## config.mk

```make
export PLATFORM = sky130hd
export DESIGN_NAME = speed_select
export DESIGN_NICKNAME = d
export VERILOG_FILES = /design/src/rtl/speed_select_pkg.sv /design/src/rtl/speed_select_btn_debounce.sv /design/src/rtl/speed_select.sv
export SDC_FILE = /design/constraint.sdc
export NUM_CORES = 1
export LEC_CHECK = 0
export CAP_MARGIN = 20
export CORE_MARGIN = 10
export CORE_UTILIZATION = 30
export CTS_BUF_LIST = sky130_fd_sc_hd__clkbuf_2 sky130_fd_sc_hd__clkbuf_4 sky130_fd_sc_hd__clkbuf_8
export CTS_CLUSTER_SIZE = 20
export DETAILED_ROUTE_END_ITERATION = 6
export GPL_TIMING_DRIVEN = 0
export PLACE_DENSITY_LB_ADDON = 0.15
export REMOVE_ABC_BUFFERS = 1
export SKIP_CTS_REPAIR_TIMING = 1
export SYNTH_ARGS = -nofsm -noshare
export SYNTH_HDL_FRONTEND = slang
export SYNTH_SLANG_ARGS = --single-unit
export TNS_END_PERCENT = 5
```

## constraint.sdc

```tcl
create_clock -name clk -period 3.02 [get_ports clk]
set_input_delay 0.604 -clock clk [delete_from_list [all_inputs] [get_ports clk]]
set_output_delay 0.604 -clock clk [all_outputs]
set_load 0.1 [all_outputs]
```

## src/rtl/speed_select_pkg.sv

```systemverilog
// speed_select_pkg: shared types and step arithmetic for the operator speed selector.
//   SPEED_W     width of the speed divider value
//   CALC_W      internal arithmetic width (one guard bit above SPEED_W)
//   state_t     selector FSM states
//   step_speed  saturating increment/decrement of the speed value
package speed_select_pkg;

    localparam int unsigned SPEED_W = 11;
    localparam int unsigned CALC_W  = SPEED_W + 1;

    typedef enum logic [1:0] {
        IDLE   = 2'd0,
        HOLD   = 2'd1,
        REPEAT = 2'd2,
        LOCK   = 2'd3
    } state_t;

    // One step up or down, clamped to [smin, smax]; the guard bit keeps cur+step from wrapping.
    function automatic logic [SPEED_W-1:0] step_speed(
        input logic [SPEED_W-1:0] cur,
        input logic               up,
        input logic [CALC_W-1:0]  step,
        input logic [CALC_W-1:0]  smin,
        input logic [CALC_W-1:0]  smax
    );
        logic [CALC_W-1:0] c;
        logic [CALC_W-1:0] sum;
        logic [CALC_W-1:0] res;
        c   = {1'b0, cur};
        sum = c + step;
        if (up) begin
            res = (sum > smax) ? smax : sum;
        end else begin
            res = (c >= smin + step) ? (c - step) : smin;
        end
        return res[SPEED_W-1:0];
    endfunction

endpackage

```

## src/rtl/speed_select_btn_debounce.sv

```systemverilog
// btn_debounce: two-flop synchroniser plus stability counter for one active-low button.
//   clk        system clock
//   rst        asynchronous active-low reset
//   i_btn_n    raw asynchronous button, low = pressed
//   o_press    registered one-cycle pulse on an accepted released->pressed transition
//   o_held_c   combinational: button accepted as pressed (and armed)
// A button is only armed once it has been seen released after reset, so a button
// held through reset never produces a press until it is let go and pressed again.
module btn_debounce #(
    parameter int unsigned DEBOUNCE_CYCLES = 65536
) (
    input  logic clk,
    input  logic rst,
    input  logic i_btn_n,
    output logic o_press,
    output logic o_held_c
);

    localparam int unsigned CNT_W = $clog2(DEBOUNCE_CYCLES);

    logic [1:0]       r_sync;   // r_sync[1] is the synchronised level
    logic [1:0]       r_fill;   // marks when r_sync[1] reflects the real input after reset
    logic             r_level;  // accepted level, 1 = released
    logic [CNT_W-1:0] r_cnt;
    logic             r_armed;
    logic             r_press;
    logic             w_flip;

    assign w_flip = (r_sync[1] != r_level) && (r_cnt == CNT_W'(DEBOUNCE_CYCLES - 1));

    // Synchroniser, debounce counter, arming and press pulse.
    always_ff @(posedge clk or negedge rst) begin
        if (!rst) begin
            r_sync  <= 2'b11;
            r_fill  <= 2'b00;
            r_level <= 1'b1;
            r_cnt   <= '0;
            r_armed <= 1'b0;
            r_press <= 1'b0;
        end else begin
            r_sync <= {r_sync[0], i_btn_n};
            r_fill <= {r_fill[0], 1'b1};
            if (r_sync[1] == r_level) begin
                r_cnt <= '0;
            end else if (w_flip) begin
                r_cnt   <= '0;
                r_level <= ~r_level;
            end else begin
                r_cnt <= r_cnt + CNT_W'(1);
            end
            r_press <= w_flip & r_level & r_armed;
            if (r_fill[1] && r_sync[1] && r_level) begin
                r_armed <= 1'b1;
            end
        end
    end

    assign o_press  = r_press;
    assign o_held_c = r_armed & ~r_level;

endmodule

```

## src/rtl/speed_select.sv

```systemverilog
// speed_select: operator speed selector driving an 11-bit divider value.
//   clk      system clock
//   rst      asynchronous active-low reset
//   btn_inc  raw button, low = pressed, steps speed up
//   btn_dec  raw button, low = pressed, steps speed down
//   speed    registered divider value
//   changed  one-cycle pulse when speed takes a new value
//   at_min   registered speed == SPEED_MIN
//   at_max   registered speed == SPEED_MAX
// Build option: define SPEED_SELECT_REPEAT_EN to enable hold-to-repeat stepping.
module speed_select
    import speed_select_pkg::*;
#(
    parameter int unsigned DEBOUNCE_CYCLES = 65536,
    parameter int unsigned STEP            = 8,
    parameter int unsigned SPEED_MIN       = 16,
    parameter int unsigned SPEED_MAX       = 2047,
    parameter int unsigned SPEED_INIT      = 124,
    parameter int unsigned REPEAT_DELAY    = 6000000,
    parameter int unsigned REPEAT_RATE     = 1200000
) (
    input  logic               clk,
    input  logic               rst,
    input  logic               btn_inc,
    input  logic               btn_dec,
    output logic [SPEED_W-1:0] speed,
    output logic               changed,
    output logic               at_min,
    output logic               at_max
);

    // Elaboration-time parameter sanity checks.
    if (DEBOUNCE_CYCLES < 2) begin : g_bad_debounce
        $error("speed_select: DEBOUNCE_CYCLES must be at least 2");
    end
    if (SPEED_MAX > 2047 || SPEED_MAX <= SPEED_MIN) begin : g_bad_range
        $error("speed_select: SPEED_MAX out of range");
    end
    if (SPEED_INIT < SPEED_MIN || SPEED_INIT > SPEED_MAX) begin : g_bad_init
        $error("speed_select: SPEED_INIT out of range");
    end
    if (REPEAT_DELAY < 1 || REPEAT_RATE < 1) begin : g_bad_repeat
        $error("speed_select: repeat timings must be non-zero");
    end

    localparam logic [SPEED_W-1:0] INIT_VAL = SPEED_W'(SPEED_INIT);
    localparam logic [SPEED_W-1:0] MIN_VAL  = SPEED_W'(SPEED_MIN);
    localparam logic [SPEED_W-1:0] MAX_VAL  = SPEED_W'(SPEED_MAX);

    logic w_inc_press;
    logic w_inc_held;
    logic w_dec_press;
    logic w_dec_held;

    btn_debounce #(.DEBOUNCE_CYCLES(DEBOUNCE_CYCLES)) u_db_inc (
        .clk      (clk),
        .rst      (rst),
        .i_btn_n  (btn_inc),
        .o_press  (w_inc_press),
        .o_held_c (w_inc_held)
    );

    btn_debounce #(.DEBOUNCE_CYCLES(DEBOUNCE_CYCLES)) u_db_dec (
        .clk      (clk),
        .rst      (rst),
        .i_btn_n  (btn_dec),
        .o_press  (w_dec_press),
        .o_held_c (w_dec_held)
    );

    state_t             r_state;
    state_t             w_state_nxt;
    logic               r_dir;          // 1 = inc button is the held one
    logic               w_dir_nxt;
    logic [SPEED_W-1:0] r_speed;
    logic [SPEED_W-1:0] w_speed_nxt;
    logic               r_changed;
    logic               r_at_min;
    logic               r_at_max;

    logic [SPEED_W-1:0] w_up;
    logic [SPEED_W-1:0] w_dn;
    logic               w_dir_held;
    logic               w_both_held;

    assign w_up        = step_speed(r_speed, 1'b1, CALC_W'(STEP), CALC_W'(SPEED_MIN), CALC_W'(SPEED_MAX));
    assign w_dn        = step_speed(r_speed, 1'b0, CALC_W'(STEP), CALC_W'(SPEED_MIN), CALC_W'(SPEED_MAX));
    assign w_dir_held  = r_dir ? w_inc_held : w_dec_held;
    assign w_both_held = w_inc_held & w_dec_held;

`ifdef SPEED_SELECT_REPEAT_EN
    localparam int unsigned TMR_MAX = (REPEAT_DELAY > REPEAT_RATE) ? REPEAT_DELAY : REPEAT_RATE;
    localparam int unsigned TMR_W   = $clog2(TMR_MAX + 1);

    logic [TMR_W-1:0] r_timer;
    logic [TMR_W-1:0] w_timer_nxt;
    logic [SPEED_W-1:0] w_step_held;

    assign w_step_held = r_dir ? w_up : w_dn;
`endif

    // Next-state, next-speed and repeat timer.
    always_comb begin
        w_state_nxt = r_state;
        w_dir_nxt   = r_dir;
        w_speed_nxt = r_speed;
`ifdef SPEED_SELECT_REPEAT_EN
        w_timer_nxt = '0;
`endif
        case (r_state)
            IDLE: begin
                if ((w_inc_press && (w_dec_press || w_dec_held)) || (w_dec_press && w_inc_held)) begin
                    w_speed_nxt = INIT_VAL;
                    w_state_nxt = LOCK;
                end else if (w_inc_press) begin
                    w_speed_nxt = w_up;
                    w_dir_nxt   = 1'b1;
                    w_state_nxt = HOLD;
                end else if (w_dec_press) begin
                    w_speed_nxt = w_dn;
                    w_dir_nxt   = 1'b0;
                    w_state_nxt = HOLD;
                end
            end
            HOLD: begin
                if (w_both_held) begin
                    w_speed_nxt = INIT_VAL;
                    w_state_nxt = LOCK;
                end else if (!w_dir_held) begin
                    w_state_nxt = IDLE;
`ifdef SPEED_SELECT_REPEAT_EN
                end else if (r_timer == TMR_W'(REPEAT_DELAY - 1)) begin
                    // Delay elapsed: first repeat step lands here.
                    w_speed_nxt = w_step_held;
                    w_state_nxt = REPEAT;
                end else begin
                    w_timer_nxt = r_timer + TMR_W'(1);
`endif
                end
            end
            REPEAT: begin
`ifdef SPEED_SELECT_REPEAT_EN
                if (w_both_held) begin
                    w_speed_nxt = INIT_VAL;
                    w_state_nxt = LOCK;
                end else if (!w_dir_held) begin
                    w_state_nxt = IDLE;
                end else if (r_timer == TMR_W'(REPEAT_RATE - 1)) begin
                    w_speed_nxt = w_step_held;
                end else begin
                    w_timer_nxt = r_timer + TMR_W'(1);
                end
`else
                w_state_nxt = IDLE;
`endif
            end
            LOCK: begin
                if (!w_inc_held && !w_dec_held) begin
                    w_state_nxt = IDLE;
                end
            end
            default: begin
                w_state_nxt = IDLE;
            end
        endcase
    end

    // State and output registers.
    always_ff @(posedge clk or negedge rst) begin
        if (!rst) begin
            r_state   <= IDLE;
            r_dir     <= 1'b0;
            r_speed   <= INIT_VAL;
            r_changed <= 1'b0;
            r_at_min  <= (INIT_VAL == MIN_VAL);
            r_at_max  <= (INIT_VAL == MAX_VAL);
        end else begin
            r_state   <= w_state_nxt;
            r_dir     <= w_dir_nxt;
            r_speed   <= w_speed_nxt;
            r_changed <= (w_speed_nxt != r_speed);
            r_at_min  <= (w_speed_nxt == MIN_VAL);
            r_at_max  <= (w_speed_nxt == MAX_VAL);
        end
    end

`ifdef SPEED_SELECT_REPEAT_EN
    // Hold / repeat interval timer.
    always_ff @(posedge clk or negedge rst) begin
        if (!rst) begin
            r_timer <= '0;
        end else begin
            r_timer <= w_timer_nxt;
        end
    end
`endif

    assign speed   = r_speed;
    assign changed = r_changed;
    assign at_min  = r_at_min;
    assign at_max  = r_at_max;

endmodule

```

==> results.toml <==
[clock_network]
root_buffer = "clkbuf_8"
numClockSinks = 61
clockBufferDepth = 2
cts_tree = "done"
htree_levels = 3
clkTransAtPathRegs_ns = 0.07
clkLatencyLatePin_ns = 0.34
cts_buffers = 9

[power]
powerDensity_nw_per_um2 = 384
switching_share_pct = 22.9
power_switching_w = 0.000349
combPwrFrac_pct = 2.5
total_power_w = 0.00152
pwr-share-clk_pct = 42.5
cellLeakagePower_nw = 1.70
vdd_drop_max_uv = 262
pwr-share-seq_pct = 55.0
p_int_w = 0.00118

[layout]
final_layout_size_suffix_gt1_share_pct = 12.9
stdcell_area_um2 = 3970
final_util_pct = 34.9
num_antenna_cells = 0
n_fill_cell = 1196
area_delta_synth_final_pct = 14.4
nets = 405

[global_routing]
grt_pass1_vias = 2739
grt_overflow = 0
grt_usage_pct = 10.5
antenna_found_initial = 0
grt_pass1_wl_um = 14000
grt_max_degree = 62

[setup_path]
max_stage_delay_ns = 1.20
crit_path_max_fanout = 17
crit_chain = "clkdlybuf4s50_1"
cp.required_ns = 2.42
cp_top_family = "buffers and inverters"
critPathLaunchType = "flip-flop"
critPathArrivalTime_ns = 2.27
cp-end-kind = "primary output"
criticalPathCategory = "reg2out"
crit_slowest_cell = "clkdlybuf4s50_1"
path_buf_inv = 1

[timing]
max_slew_margin_pct = 33.6
slew_viol_final = 0
whs_ns = 0.338
clock_skew_ns = 0.0142
setup_viol = 0
tightest_slew_ns = 0.993
period_share_pct = 95.2
setup_ws_ns = 0.145
hold_viol = 0
finalCriticalPeriod_ns = 2.88
clock.fmax_ghz = 0.348

[placed_design]
gp_congestion = 0.880
io_buffers = 17
hpwl_um = 5730
dpl-instance-area_um2 = 3730
place_ws_ns = -0.241

[routing]
first_pass_iters = 4
via_per_inst = 5.18
drt_iter0_markers = 330
antenna_left = 0
vias = 2822
drc = 0
post_drt_wl_per_cell_um = 15.2
wl_um = 8270

[synthesis]
syn_area_um2 = 3470
synth_top_area_share_pct = 36.0
synth_most_common_cell = "nor2_1"
synth_edf_count = 0
ys_ff_latch = 61
ys_types = 62
synthCells = 385
synth_area_leaders = "dfrtp_1 (36%), dfstp_2 (8.3%), nor2_1 (6.2%), nand2_1 (4.3%), xnor2_1 (4.0%)"
synth.largest_area_cell = "dfrtp_1"
synth-async-reset-ratio_pct = 100
synth-seq-area-share_pct = 44.4
synth-main-ff-cell = "dfrtp_1"
syn_area_per_cell_um2 = 9.02
synth.top_cells.by_count = "nor2_1 (57), dfrtp_1 (50), nand2_1 (40), nand3_1 (18)"
ys_warn_count = 0

[floorplan]
core_area_um2 = 11400
die_h_um = 128
die_x_um = 128
rows = 39
initial_utilization_pct = 30.5
ioPinCount = 18
die_area_um2 = 16300

[run]
cap_violations = 0

[hold_path]
hp-class = "in2async"

[run_status]
status = "completed"
==> power groups by stage <==
| stage | logic [W] | clock network (W) | registers [W] |
|---|---|---|---|
| 6_report | 0.0000379 | 0.000648 | 0.000839 |
| 5_1_grt | 0.0000453 | 0.000722 | 0.000840 |
| 4_1_cts | 0.0000406 | 0.000687 | 0.000839 |
| 3_5_place_dp | 0.0000405 | 0 | 0.000854 |
| 3_3_place_gp | 0.0000406 | 0 | 0.000853 |
| 2_1_floorplan | 0.0000156 | 0 | 0.000852 |
==> sequential cells by signal (all words and copies together), names as in the netlist, 2 cells and up <==
name / flops
u_db_dec.r_sync: 2
u_db_inc.r_cnt: 16
r_state: 2
speed: 11
u_db_dec.r_fill: 2
u_db_dec.r_cnt: 16
u_db_inc.r_sync: 2
==> path summary, 6_finish.rpt <==
kind	startpoint	end	slack, ns	depth (start not counted)
max in group asynchronous	rst	u_db_inc.o_press$_DFF_PN0_	2.14	1
hold reg to reg	u_db_dec.r_fill[0]$_DFF_PN0_	u_db_dec.r_fill[1]$_DFF_PN0_	0.36	0
min in group clk	u_db_dec.r_fill[0]$_DFF_PN0_	u_db_dec.r_fill[1]$_DFF_PN0_	0.36	0
setup reg to reg	u_db_inc.o_press$_DFF_PN0_	at_max$_DFF_PN0_	0.17	7
setup / recovery	speed[5]$_DFF_PN1_	speed[5]	0.14	1
hold / removal	rst	u_db_inc.r_cnt[3]$_DFF_PN0_	0.34	1
==> stage by stage <==
stage	TNS (ns)	instances
after floorplan	-0.108	365
after global placement	-37.47	525
after detailed placement	-0.525	525
after CTS	-0.548	541
after global routing	-0.0279	545
final	0	545
==> cells in the final DEF, fill, tap and decap left out, types with 5 or more instances in the layout <==
master | synthesis | layout
nand4_1 | 5 | 5
a21oi_1 | 14 | 14
and2_1 | 6 | 6
buf_4 | 0 | 5
inv_1 | 10 | 10
clkbuf_8 | 0 | 10
clkdlybuf4s50_1 | 0 | 16
nor2_1 | 57 | 57
a31oi_1 | 9 | 9
dfstp_2 | 11 | 11
nand2_1 | 40 | 40
and3_1 | 13 | 13
nor3_1 | 9 | 9
o21ai_0 | 11 | 10
a211oi_1 | 5 | 5
nand3_1 | 18 | 18
dfrtp_1 | 50 | 49
xnor2_1 | 16 | 16
xor2_1 | 16 | 16
==> area by class of cell <==
cell class / count / area, um2 / share of cell area, %
clock inverter: 4 / 25.0 / 0.630
inverter: 11 / 41.3 / 1.04
timing repair buffer: 21 / 198 / 4.98
tap: 143 / 179 / 4.51
clock buffer: 12 / 153 / 3.84
multi-input combinational: 293 / 1830 / 46.2
sequential: 61 / 1540 / 38.8
==> metal layers <==
layer | up-vias | GRT usage [%] | part of all wire (%)
met5 | - | 0 | 0
met4 | 0 | 5.69 | 2.1
met3 | 13 | 2.15 | 4.3
met2 | 72 | 15.3 | 44
met1 | 1351 | 14.2 | 49
li1 | 1386 | - | -
==> logic make-up (layout without fill, tap and decap cells) <==
logic type	after synthesis	in the layout	share of synthesized area, %
AOI/OAI and AO/OA	71	71	14.1
xor gates and xnor gates	32	32	8.07
adders and majority gates	4	4	1.44
buffers and inverters	31	48	3.64
DFF	61	61	44.4
muxes	4	4	1.26
other	1	1	0.108
and+or+nand+nor	181	181	27.0
Note: power is estimated with default switching activity, not from simulation.
==> patch (config.mk and constraints unchanged) <==
Register the input `btn_inc` before use, without a reset. The logic sees it one clock later. The other inputs are not delayed to match.
--- a/src/rtl/speed_select.sv
+++ b/src/rtl/speed_select.sv
@@ -31,2 +31,8 @@
 
+    logic btn_inc_q;
+
+    always_ff @(posedge clk) begin
+        btn_inc_q <= btn_inc;
+    end
+
     // Elaboration-time parameter sanity checks.
@@ -57,3 +63,3 @@
         .rst      (rst),
-        .i_btn_n  (btn_inc),
+        .i_btn_n  (btn_inc_q),
         .o_press  (w_inc_press),
Check against the original RTL: no difference found for any inputs over 10 cycles, from zero or initial values and one cycle with rst low; that may be too few to reach the edited logic, so the function may still have changed.
==> patch against the unedited design <==
  * Fmax down 1.4%
  * Critical path depth unchanged
  * Cell area increased by 2.0%
  * Worst setup slack worse by 0.040 ns
  * Sequential cell count increased by 1
  * Synthesized area increased by 0.58%
  * Total power rose by 13%
  * Wire length is 2.4% higher
  * Sequential share of layout area shrank 0.29 points
  * Utilization rose by 0.56 points
  * Hold slack lost 0.080 ns
  * Register-to-register slack about the same
  * Largest cell class unchanged
  * Highest routed layer unchanged
==> patch: results (changes against the unedited design) <==
Status: complete, no violations (unchanged). The total placed instance area is 3770 um2 (was 3730 um2). The maximum number of pins on one net before global-route repair came out at 39 (was 62). The xor and xnor fraction of the mapped netlist area is 8.03% (was 8.07%). The cell count after placement came out at 527 (was 525).

Synth area leaders: dfrtp_1 (36%), dfstp_2 (8.3%), nor2_1 (6.1%) (was dfrtp_1 (36%), dfstp_2 (8.3%), nor2_1 (6.2%)). The arrival time at the worst endpoint came out at 2.31 ns (was 2.27 ns). The slew of the pin with the lowest slew margin is 0.989 ns (was 0.993 ns). The worst voltage drop across the vdd grid is 0.250 mV (was 0.262 mV).

The HPWL after detailed placement came to 5960 um (was 5730 um). The detailed route wirelength on metal3 is 402 um (was 354 um). The sum of met2 wire segment lengths after detailed routing is 3790 um (was 3660 um). The global-route met2 utilization came out at 16.1% (was 15.3%).

The post-layout utilization of the core is 35.5% (was 34.9%). The compound-cell area share of the yosys netlist is 14.0% (was 14.1%). The met1 usage came out at 13.8% (was 14.2%). The worst slack at placement is -0.196 ns (was -0.241 ns). The starting DRC count in detailed routing is 192 (was 330). The sequential cell area fraction in the yosys report is 44.7% (was 44.4%). The number of fillers in the final layout came to 1212 (was 1196).

The sum of routed wire segments on met1 came out at 4080 um (was 4070 um). The detailed-route wire length is 8470 um (was 8270 um). The leakage power summed over all cells came to 0.00174 uW (was 0.00170 uW). The async set-or-reset flop fraction in the synthesized netlist was 98.4% (was 100%).

The first-pass GRT wire length is 14200 um (was 14000 um). The number of unique standard cell types used by synthesis was 63 (was 62). The detailed-route vias per instance came out at 5.21 (was 5.18). The mean cell area of the mapped netlist was 9.04 um2 (was 9.02 um2).

The filler-free cell count of the finished design came out at 547 (was 545). The final worst clock skew came out at 0.00741 ns (was 0.0142 ns). The final estimated routing congestion in global placement came out at 0.875 (was 0.880).
patch: cell types whose count changed after synthesis, sizes merged:
cell	change
dfxtp	+1
patch: area by class of cell:
class	instances	area share (%)
multi-input combinational	293	45.2
tap	143	4.42
clock buffer	12	3.77
clock inverter	4	1.73
inverter	11	1.02
timing repair buffer	22	5.31
sequential	62	38.5
patch: final timing paths:
kind,start,end,slack [ns],depth (start not counted)
setup / recovery,speed[5],speed[5],0.10,1
hold / removal,rst,u_db_inc.r_cnt[10],0.26,1
setup reg to reg,speed[3],at_min,0.17,8
hold reg to reg,btn_inc_q,u_db_inc.r_sync[0],0.30,0
max in group asynchronous,rst,speed[6],2.09,2
min in group clk,btn_inc_q,u_db_inc.r_sync[0],0.30,0
patch: report_power, final:
part           leakage [uW]  internal [uW]  switching (uW)
Combinational      0.000816           12.3            28.3
Clock              0.000117            503             325
Sequential         0.000810            844            8.39
